==> config.mk <==
export PLATFORM = sky130hd
export DESIGN_NAME = ysyx_23060061_alu_issue
export DESIGN_NICKNAME = d
export VERILOG_FILES = /design/src/rtl/ysyx_23060061_alu_issue.sv
export SDC_FILE = /design/constraint.sdc
export NUM_CORES = 1
export LEC_CHECK = 0
export ABC_AREA = 1
export ABC_CLOCK_PERIOD_IN_PS = 2100
export CORE_MARGIN = 3
export CORE_UTILIZATION = 35
export CTS_BUF_LIST = sky130_fd_sc_hd__clkbuf_2
export DETAILED_ROUTE_END_ITERATION = 8
export PLACE_DENSITY = 0.74
export REMOVE_ABC_BUFFERS = 1
export SYNTH_ARGS = -nofsm -noshare
export SYNTH_HDL_FRONTEND = slang
export SYNTH_SLANG_ARGS = --single-unit
==> constraint.sdc <==
create_clock -name clk -period 2.1 [get_ports clk]
set_input_delay 0.42 -clock clk [delete_from_list [all_inputs] [get_ports clk]]
set_output_delay 0.42 -clock clk [all_outputs]
set_load 0.01 [all_outputs]
==> src/rtl/ysyx_23060061_alu_issue.sv <==
// Decode/issue stage for the RV32I ALU-class subset. It holds one decoded op in
// an output register and hands it to the execute ALU over a valid/ready handshake.
module ysyx_23060061_alu_issue #(
  parameter int WIDTH     = 32,
  parameter int CNT_WIDTH = 32
) (
  input  logic                 clk,
  input  logic                 rst_n,
  input  logic                 in_valid,
  output logic                 in_ready,
  input  logic [31:0]          in_inst,
  input  logic [WIDTH-1:0]     in_pc,
  input  logic [WIDTH-1:0]     in_rs1_data,
  input  logic [WIDTH-1:0]     in_rs2_data,
  output logic                 out_valid,
  input  logic                 out_ready,
  output logic [WIDTH-1:0]     out_a,
  output logic [WIDTH-1:0]     out_b,
  output logic [3:0]           out_aluop,
  output logic [4:0]           out_rd,
  output logic                 out_wen,
  output logic [WIDTH-1:0]     out_link,
  output logic                 out_is_jump,
  output logic                 out_illegal,
  output logic [CNT_WIDTH-1:0] issue_cnt
);

  localparam logic [6:0] OPC_OP    = 7'b0110011;
  localparam logic [6:0] OPC_OPIMM = 7'b0010011;
  localparam logic [6:0] OPC_LUI   = 7'b0110111;
  localparam logic [6:0] OPC_AUIPC = 7'b0010111;
  localparam logic [6:0] OPC_JALR  = 7'b1100111;
  localparam logic [6:0] OPC_JAL   = 7'b1101111;

  localparam logic [6:0] F7_BASE = 7'b0000000;
  localparam logic [6:0] F7_ALT  = 7'b0100000;

  localparam logic [3:0] ALU_ADD    = 4'b0000;
  localparam logic [3:0] ALU_PASSB  = 4'b0001;
  localparam logic [3:0] ALU_ADDCLR = 4'b0010;
  localparam logic [3:0] ALU_SUB    = 4'b0011;
  localparam logic [3:0] ALU_SLTU   = 4'b0100;
  localparam logic [3:0] ALU_SLT    = 4'b0101;
  localparam logic [3:0] ALU_XOR    = 4'b0110;
  localparam logic [3:0] ALU_SRA    = 4'b0111;

  logic [6:0]       opcode;
  logic [6:0]       funct7;
  logic [2:0]       funct3;
  logic [4:0]       rdField;
  logic [WIDTH-1:0] immI;
  logic [WIDTH-1:0] immU;
  logic [WIDTH-1:0] immJ;
  logic [WIDTH-1:0] shamt;
  logic [WIDTH-1:0] pcPlus4;

  assign opcode  = in_inst[6:0];
  assign funct3  = in_inst[14:12];
  assign funct7  = in_inst[31:25];
  assign rdField = in_inst[11:7];
  assign immI    = WIDTH'($signed(in_inst[31:20]));
  assign immU    = WIDTH'($signed({in_inst[31:12], 12'b0}));
  assign immJ    = WIDTH'($signed({in_inst[31], in_inst[19:12], in_inst[20],
                                   in_inst[30:21], 1'b0}));
  assign shamt   = WIDTH'(in_inst[24:20]);
  assign pcPlus4 = in_pc + WIDTH'(4);

  logic [WIDTH-1:0] decA;
  logic [WIDTH-1:0] decB;
  logic [3:0]       decOp;
  logic             decLegal;
  logic             decJump;

  // Anything not explicitly recognised stays illegal and is forced to a zeroed add.
  always_comb begin
    decA     = '0;
    decB     = '0;
    decOp    = ALU_ADD;
    decLegal = 1'b0;
    decJump  = 1'b0;
    case (opcode)
      OPC_OP: begin
        decA = in_rs1_data;
        decB = in_rs2_data;
        case ({funct7, funct3})
          {F7_BASE, 3'b000}: begin decOp = ALU_ADD;  decLegal = 1'b1; end
          {F7_ALT,  3'b000}: begin decOp = ALU_SUB;  decLegal = 1'b1; end
          {F7_BASE, 3'b010}: begin decOp = ALU_SLT;  decLegal = 1'b1; end
          {F7_BASE, 3'b011}: begin decOp = ALU_SLTU; decLegal = 1'b1; end
          {F7_BASE, 3'b100}: begin decOp = ALU_XOR;  decLegal = 1'b1; end
          {F7_ALT,  3'b101}: begin decOp = ALU_SRA;  decLegal = 1'b1; end
          default: ;
        endcase
      end
      OPC_OPIMM: begin
        decA = in_rs1_data;
        decB = immI;
        case (funct3)
          3'b000: begin decOp = ALU_ADD;  decLegal = 1'b1; end
          3'b010: begin decOp = ALU_SLT;  decLegal = 1'b1; end
          3'b011: begin decOp = ALU_SLTU; decLegal = 1'b1; end
          3'b100: begin decOp = ALU_XOR;  decLegal = 1'b1; end
          3'b101: begin
            decB     = shamt;
            decOp    = ALU_SRA;
            decLegal = (funct7 == F7_ALT);
          end
          default: ;
        endcase
      end
      OPC_LUI: begin
        decB     = immU;
        decOp    = ALU_PASSB;
        decLegal = 1'b1;
      end
      OPC_AUIPC: begin
        decA     = in_pc;
        decB     = immU;
        decLegal = 1'b1;
      end
      OPC_JALR: begin
        decA     = in_rs1_data;
        decB     = immI;
        decOp    = ALU_ADDCLR;
        decJump  = 1'b1;
        decLegal = (funct3 == 3'b000);
      end
      OPC_JAL: begin
        decA     = in_pc;
        decB     = immJ;
        decJump  = 1'b1;
        decLegal = 1'b1;
      end
      default: ;
    endcase
    if (!decLegal) begin
      decA    = '0;
      decB    = '0;
      decOp   = ALU_ADD;
      decJump = 1'b0;
    end
  end

  logic                 valid_q, valid_d;
  logic [WIDTH-1:0]     a_q, b_q, link_q;
  logic [3:0]           aluop_q;
  logic [4:0]           rd_q;
  logic                 wen_q, jump_q, illegal_q;
  logic [CNT_WIDTH-1:0] cnt_q, cnt_d;
  logic                 accept;
  logic                 pop;

  assign in_ready = !valid_q || out_ready;
  assign accept   = in_valid && in_ready;
  assign pop      = valid_q && out_ready;

  // A simultaneous accept and pop simply overwrites the entry, keeping valid high.
  always_comb begin
    valid_d = valid_q;
    cnt_d   = cnt_q;
    if (accept) begin
      valid_d = 1'b1;
      cnt_d   = cnt_q + CNT_WIDTH'(1);
    end else if (pop) begin
      valid_d = 1'b0;
    end
  end

  always_ff @(posedge clk or negedge rst_n) begin
    if (!rst_n) begin
      valid_q   <= 1'b0;
      a_q       <= '0;
      b_q       <= '0;
      aluop_q   <= '0;
      rd_q      <= '0;
      wen_q     <= 1'b0;
      link_q    <= '0;
      jump_q    <= 1'b0;
      illegal_q <= 1'b0;
      cnt_q     <= '0;
    end else begin
      valid_q <= valid_d;
      cnt_q   <= cnt_d;
      if (accept) begin
        a_q       <= decA;
        b_q       <= decB;
        aluop_q   <= decOp;
        rd_q      <= rdField;
        wen_q     <= decLegal && (rdField != 5'd0);
        link_q    <= decJump ? pcPlus4 : '0;
        jump_q    <= decJump;
        illegal_q <= !decLegal;
      end
    end
  end

  assign out_valid   = valid_q;
  assign out_a       = a_q;
  assign out_b       = b_q;
  assign out_aluop   = aluop_q;
  assign out_rd      = rd_q;
  assign out_wen     = wen_q;
  assign out_link    = link_q;
  assign out_is_jump = jump_q;
  assign out_illegal = illegal_q;
  assign issue_cnt   = cnt_q;

endmodule

==> results_dict.tcl, run 1 <==
set metrics [dict create \
    tightest_slew_ps 509 \
    route.detailed.drc 0 \
    rows 56 \
    grt_pass1_vias 9390 \
    clock_tree.buffer_depth 2 \
    clk-insertion-delay-late_ps 710 \
    cp-startpoint "out_valid" \
    syn_area_mm2 0.00846 \
    top_layer_used "met5" \
    min_path_type "input port to async pin" \
    rr_startpoint "issue_cnt[4]" \
    fin_crit_sh_pct 92.4 \
    syn-mean-instance-area_um2 6.57 \
    critPathKind "flop to primary output" \
    cts_buffers 17 \
    die_x_um 161 \
    avgViaCountPerCell 4.74 \
    clkTransAtPathRegs_ps 220 \
    grt_antenna_before_repair 2 \
    fin_util_pct 53.7 \
    layout-drive-gt1-share_pct 12.2 \
    synth_seq_cells 140 \
    max-cap-violations 0 \
    drt_iter0_drc 625 \
    cts_tree "done" \
    coreArea_mm2 0.0236 \
    crit_arrival_ps 1520 \
    die_area_mm2 0.0261 \
    syn_to_final_growth_pct 50.0 \
    relSlewSlack_pct 65.8 \
    setup_tns_ps 0 \
    n_fill_cell 2387 \
    wl_met1_um 13200 \
    leakage_nw 7.07 \
    wl_met2_um 14800 \
    crit_path_end "in_ready" \
    drt_wl_total_um 30900 \
    crit_slowest_cell "dfrtp_1" \
    overflow 0 \
    finalSetupViolations 0 \
    crit_required_ps 1680 \
    nNetsFinal 1820 \
    fmax_mhz 515 \
    critical_path.cell_chain "nand2_2 -> buf_4 -> clkdlybuf4s15_2" \
    seqCellArea_mm2 0.00351 \
    synthFlopType "dfrtp_1" \
    fin_crit_ps 1940 \
    crit_fanout 2 \
    hpwl_um 23700 \
    vdd_ir_drop_max_mv 0.243 \
    grt_pass1_wl_um 49700 \
    fin_skew_ps 37.2 \
    r2r_cells 10 \
    power.total_mw 5.48 \
    initial_core_util_pct 35.8 \
    synth_cell_types 25 \
    dr_total_vias 9551 \
    yosysSeqAreaShare_pct 41.4 \
    grt_max_degree 88 \
    firstDrtPassIters 5 \
    multi_input_area_mm2 0.00433 \
    antenna_left 0 \
    setup.worst_path.end_class "primary output" \
    yosys_warnings 0 \
    clockRootBuffer "clkbuf_2" \
    status "complete, no violations" \
    place_congestion 0.901 \
    wl_per_cell_um 15.3 \
    finalHoldViolCount 0 \
    fin_cells 2016 \
    cts.sinks 140 \
    track_usage_pct 23.9 \
    dpl_cell_area_mm2 0.0123 \
    critPathLaunchType "flop" \
    rsz0062_at_grt "false" \
    slew_viol_final 0 \
    fin_area_mm2 0.0127 \
    reg2reg_to "issue_cnt[22]" \
    synth-edff-count 0 \
    die_h_um 161 \
    ys_async_sr_fraction_pct 100 \
    r2r_setup_slack_ps 320 \
    ioPinCount 274 \
    htree_levels 4 \
    power_density_mw_per_mm2 432 \
    max_stage_delay_ps 440 \
    placed_cells 1939 \
    met3_length_um 1950 \
    syn_inst 1288 \
    port_buffers 272 \
]
cells in the mapped netlist, drive strengths merged (15+ instances only):
master / number / area (um2)
a21oi: 26 / 134
buf: 22 / 159
clkbuf: 27 / 101
dfrtp: 140 / 3500
inv: 109 / 409
nand2: 567 / 2140
nand3: 134 / 676
nand4: 25 / 156
nor2: 161 / 637
nor3: 18 / 90.1
o21ai: 15 / 75.1
xor2: 24 / 210
per-stage QoR:
step | setup slack (ps) | hold slack (ps)
2_1_floorplan | -3020 | 124
3_3_place_gp | -204 | 350
3_5_place_dp | -184 | 347
4_1_cts | 2.75 | 77.1
5_1_grt | 13.9 | 95.7
6_report | 159 | 140
final cells by class:
cell class	instances	area share [%]
diodes	1	0.0197
flip-flops and latches	140	27.7
clock buffers	20	0.789
inverters	109	3.23
well taps	319	3.15
clock inverters	9	0.414
multi-input cells	990	34.1
repair buffers	428	30.6
worst max-delay path, delay by kind of cell, from the launching register on:
kind / cells / cell delay [ps]
buffers and inverters: 2 / 320
DFF: 1 / 440
and+or+nand+nor: 1 / 70
timing repair:
item	in CTS	in global routing
resized for setup	145	4
hold buffers	1	0
setup endpoints to repair	141	5
buffers inserted	44	2
endpoints found under the hold margin	140	0
pin swaps	0	1
where the power goes:
group	leakage, nW	total, mW	internal, mW	switching [mW]
logic	5.05	1.33	0.638	0.692
registers	1.91	2.85	2.79	0.0606
clock network	0.109	1.30	0.288	1.01
total	7.07	5.48	3.72	1.76
routing by layer:
layer / track usage, % / up-vias
met5: 0 / -
met4: 8.17 / 2
met3: 4.39 / 54
met2: 39.8 / 289
met1: 31.2 / 4405
li1: - / 4801
cell usage in the layout (no fill, tap or decap), drive strengths merged:
master and instances:
a21oi 26, buf 156, clkbuf 20, clkdlybuf4s15 2, clkdlybuf4s50 130, clkinv 7
clkinvlp 2, conb 1, dfrtp 140, diode 1, dlygate4sd2 136, dlygate4sd3 1
dlymetal6s2s 3, ha 2, inv 109, nand2 567, nand3 134, nand3b 4
nand4 25, nor2 161, nor3 18, o21ai 15, xnor2 13, xor2 24
cells by family after synthesis:
group	share of synthesized area (%)
compound gates	2.47
fa+ha+maj	0.296
flops	41.4
xor+xnor	3.83
other cells	0.0443
buf+inv	7.91
simple gates	44.0
how the worst min path moves through the flow:
| stage | to | slack, ps | cells past startpoint |
|---|---|---|---|
| 2_1_floorplan | issue_cnt[0] | 120 | 0 |
| 3_3_place_gp | out_b[18] | 350 | 1 |
| 3_5_place_dp | out_b[18] | 350 | 1 |
| 4_1_cts | out_b[12] | 80 | 2 |
| 5_1_grt | out_b[12] | 100 | 2 |
| 6_report | out_b[12] | 140 | 2 |
sequential cells by signal (all words and copies together) (netlist names):
signal       flops
out_valid        1
out_wen          1
out_a           32
issue_cnt       32
out_aluop        3
out_rd           5
out_b           32
out_is_jump      1
out_link        32
out_illegal      1
No activity file was read; power rests on OpenSTA's default activity.
==> run 2, diff against run 1 <==
Settings changed: CORE_ASPECT_RATIO from default to 1.25.
==> results_dict.tcl, run 2 (synthesized netlist as in run 1, its figures left out) <==
set metrics [dict create \
    status "complete, no violations" \
    nNetsFinal 1844 \
    crit_family "flip-flops" \
    pwr-share-seq_pct 47.4 \
    fin_crit_sh_pct 91.2 \
    vdd_ir_drop_max_mv 0.253 \
    max-cap-violations 0 \
    placed_cells 1958 \
    critical_path.cell_chain "dlygate4sd2_1" \
    p_switching_mw 1.97 \
    route.detailed.drc 0 \
    critPathKind "flop to primary output" \
    ioPinCount 274 \
    leakage_nw 7.21 \
    power.internal_mw 4.04 \
    htree_levels 4 \
    hpwl_um 22700 \
    cts_tree "done" \
    critPathLaunchType "flop" \
    fin_cells 2051 \
    layout-drive-gt1-share_pct 13.7 \
    max_stage_delay_ps 470 \
    finalHoldViolCount 0 \
    crit_fanout 2 \
    min_path_type "input port to async pin" \
    final_common_cell "nand2_1" \
    drt_iter0_drc 661 \
    finalSetupViolations 0 \
    clock_tree.buffer_depth 2 \
    grt_max_degree 90 \
    initial_core_util_pct 35.7 \
    rows 63 \
    crit_arrival_ps 1500 \
    grt_pass1_vias 9660 \
    clkTransAtPathRegs_ps 270 \
    fin_util_pct 54.8 \
    whs_ps 140 \
    antenna_left 0 \
    layout_setup_ws_ps 184 \
    wl_per_cell_um 14.8 \
    mostFrequentLayoutCells "562 x nand2_1, 164 x buf_4, 156 x nor2_1, 138 x dlygate4sd2_1, 135 x dfrtp_1" \
    grt_pass1_wl_um 48700 \
    place_ws_ps -272 \
    crit_required_ps 1680 \
    coreArea_mm2 0.0237 \
    path_buf_inv 1 \
    n_fill_cell 2272 \
    fmax_mhz 522 \
    crit_slowest_cell "dfrtp_1" \
    die_h_um 180 \
    dr_total_vias 9744 \
    place_congestion 0.927 \
    switching_share_pct 32.8 \
    drt_wl_total_um 30400 \
    rsz0062_at_grt "false" \
    clockRootBuffer "clkbuf_2" \
    firstDrtPassIters 5 \
    clk-insertion-delay-late_ps 730 \
    grt_antenna_before_repair 1 \
    setup.worst_path.end_class "primary output" \
    cts.sinks 140 \
    overflow 0 \
    fin_skew_ps 28.5 \
    port_buffers 272 \
    avgViaCountPerCell 4.75 \
    p_comb_share_pct 22.4 \
    power_frac_clock_pct 30.1 \
    power_density_mw_per_mm2 462 \
    die_area_mm2 0.0261 \
    fin_crit_ps 1920 \
    cts_buffers 17 \
    setup_tns_ps 0 \
    syn_to_final_growth_pct 53.6 \
    die_x_um 145 \
    track_usage_pct 22.9 \
    slew_viol_final 0 \
]
## run 2: repair_timing
action                                  4_1_cts  5_1_grt
endpoints found under the hold margin       140        0
pin swaps                                     1        0
gates cloned                                  0        0
endpoints found under the setup margin      141        3
buffers inserted                             55        2
hold buffers                                  1        0
gates resized for setup                     149        4
## run 2: per-layer routing
metal	GRT usage [%]	up-vias	share of wire, %
li1	-	4846	-
met1	26.6	4484	40
met2	40.7	356	50
met3	5.72	58	6.9
met4	8.89	0	3.0
met5	0	-	0
## run 2: worst paths after layout
check                              from  cells past startpoint  slack, ps       endpoint
min in group clk             in_inst[7]                      3        210      out_rd[0]
max                        issue_cnt[2]                      1        180   issue_cnt[2]
min                               rst_n                      2        140   issue_cnt[4]
min reg2reg                 out_link[4]                      2        500    out_link[4]
max reg2reg                issue_cnt[2]                     12        240  issue_cnt[21]
max in group asynchronous         rst_n                      3       1380    out_link[6]
## run 2: power by group through the flow
| stage | Sequential [mW] | Clock (mW) | Combinational [mW] |
|---|---|---|---|
| 6_report | 2.85 | 1.81 | 1.35 |
| 5_1_grt | 2.86 | 1.97 | 1.47 |
| 4_1_cts | 2.85 | 1.88 | 1.35 |
| 3_5_place_dp | 2.94 | 0 | 1.25 |
| 3_3_place_gp | 2.94 | 0 | 1.23 |
| 2_1_floorplan | 2.96 | 0 | 0.377 |
## run 2: per-stage QoR
| step | instance area, um2 | power (mW) |
|---|---|---|
| finish | 13000 | 6.01 |
| global route | 13000 | 6.31 |
| CTS | 13000 | 6.07 |
| detailed placement | 12500 | 4.19 |
| global placement | 12500 | 4.17 |
| floorplan | 8200 | 3.34 |
## run 2: layout make-up
type | count | area [um2] | area share (%)
timing repair buffer | 452 | 4080 | 31.4
inverter | 109 | 409 | 3.15
antenna | 3 | 7.51 | 0.0578
sequential | 140 | 3510 | 27.0
clock buffer | 17 | 85.1 | 0.655
tap | 325 | 407 | 3.13
multi-input combinational | 990 | 4320 | 33.2
clock inverter | 15 | 174 | 1.34
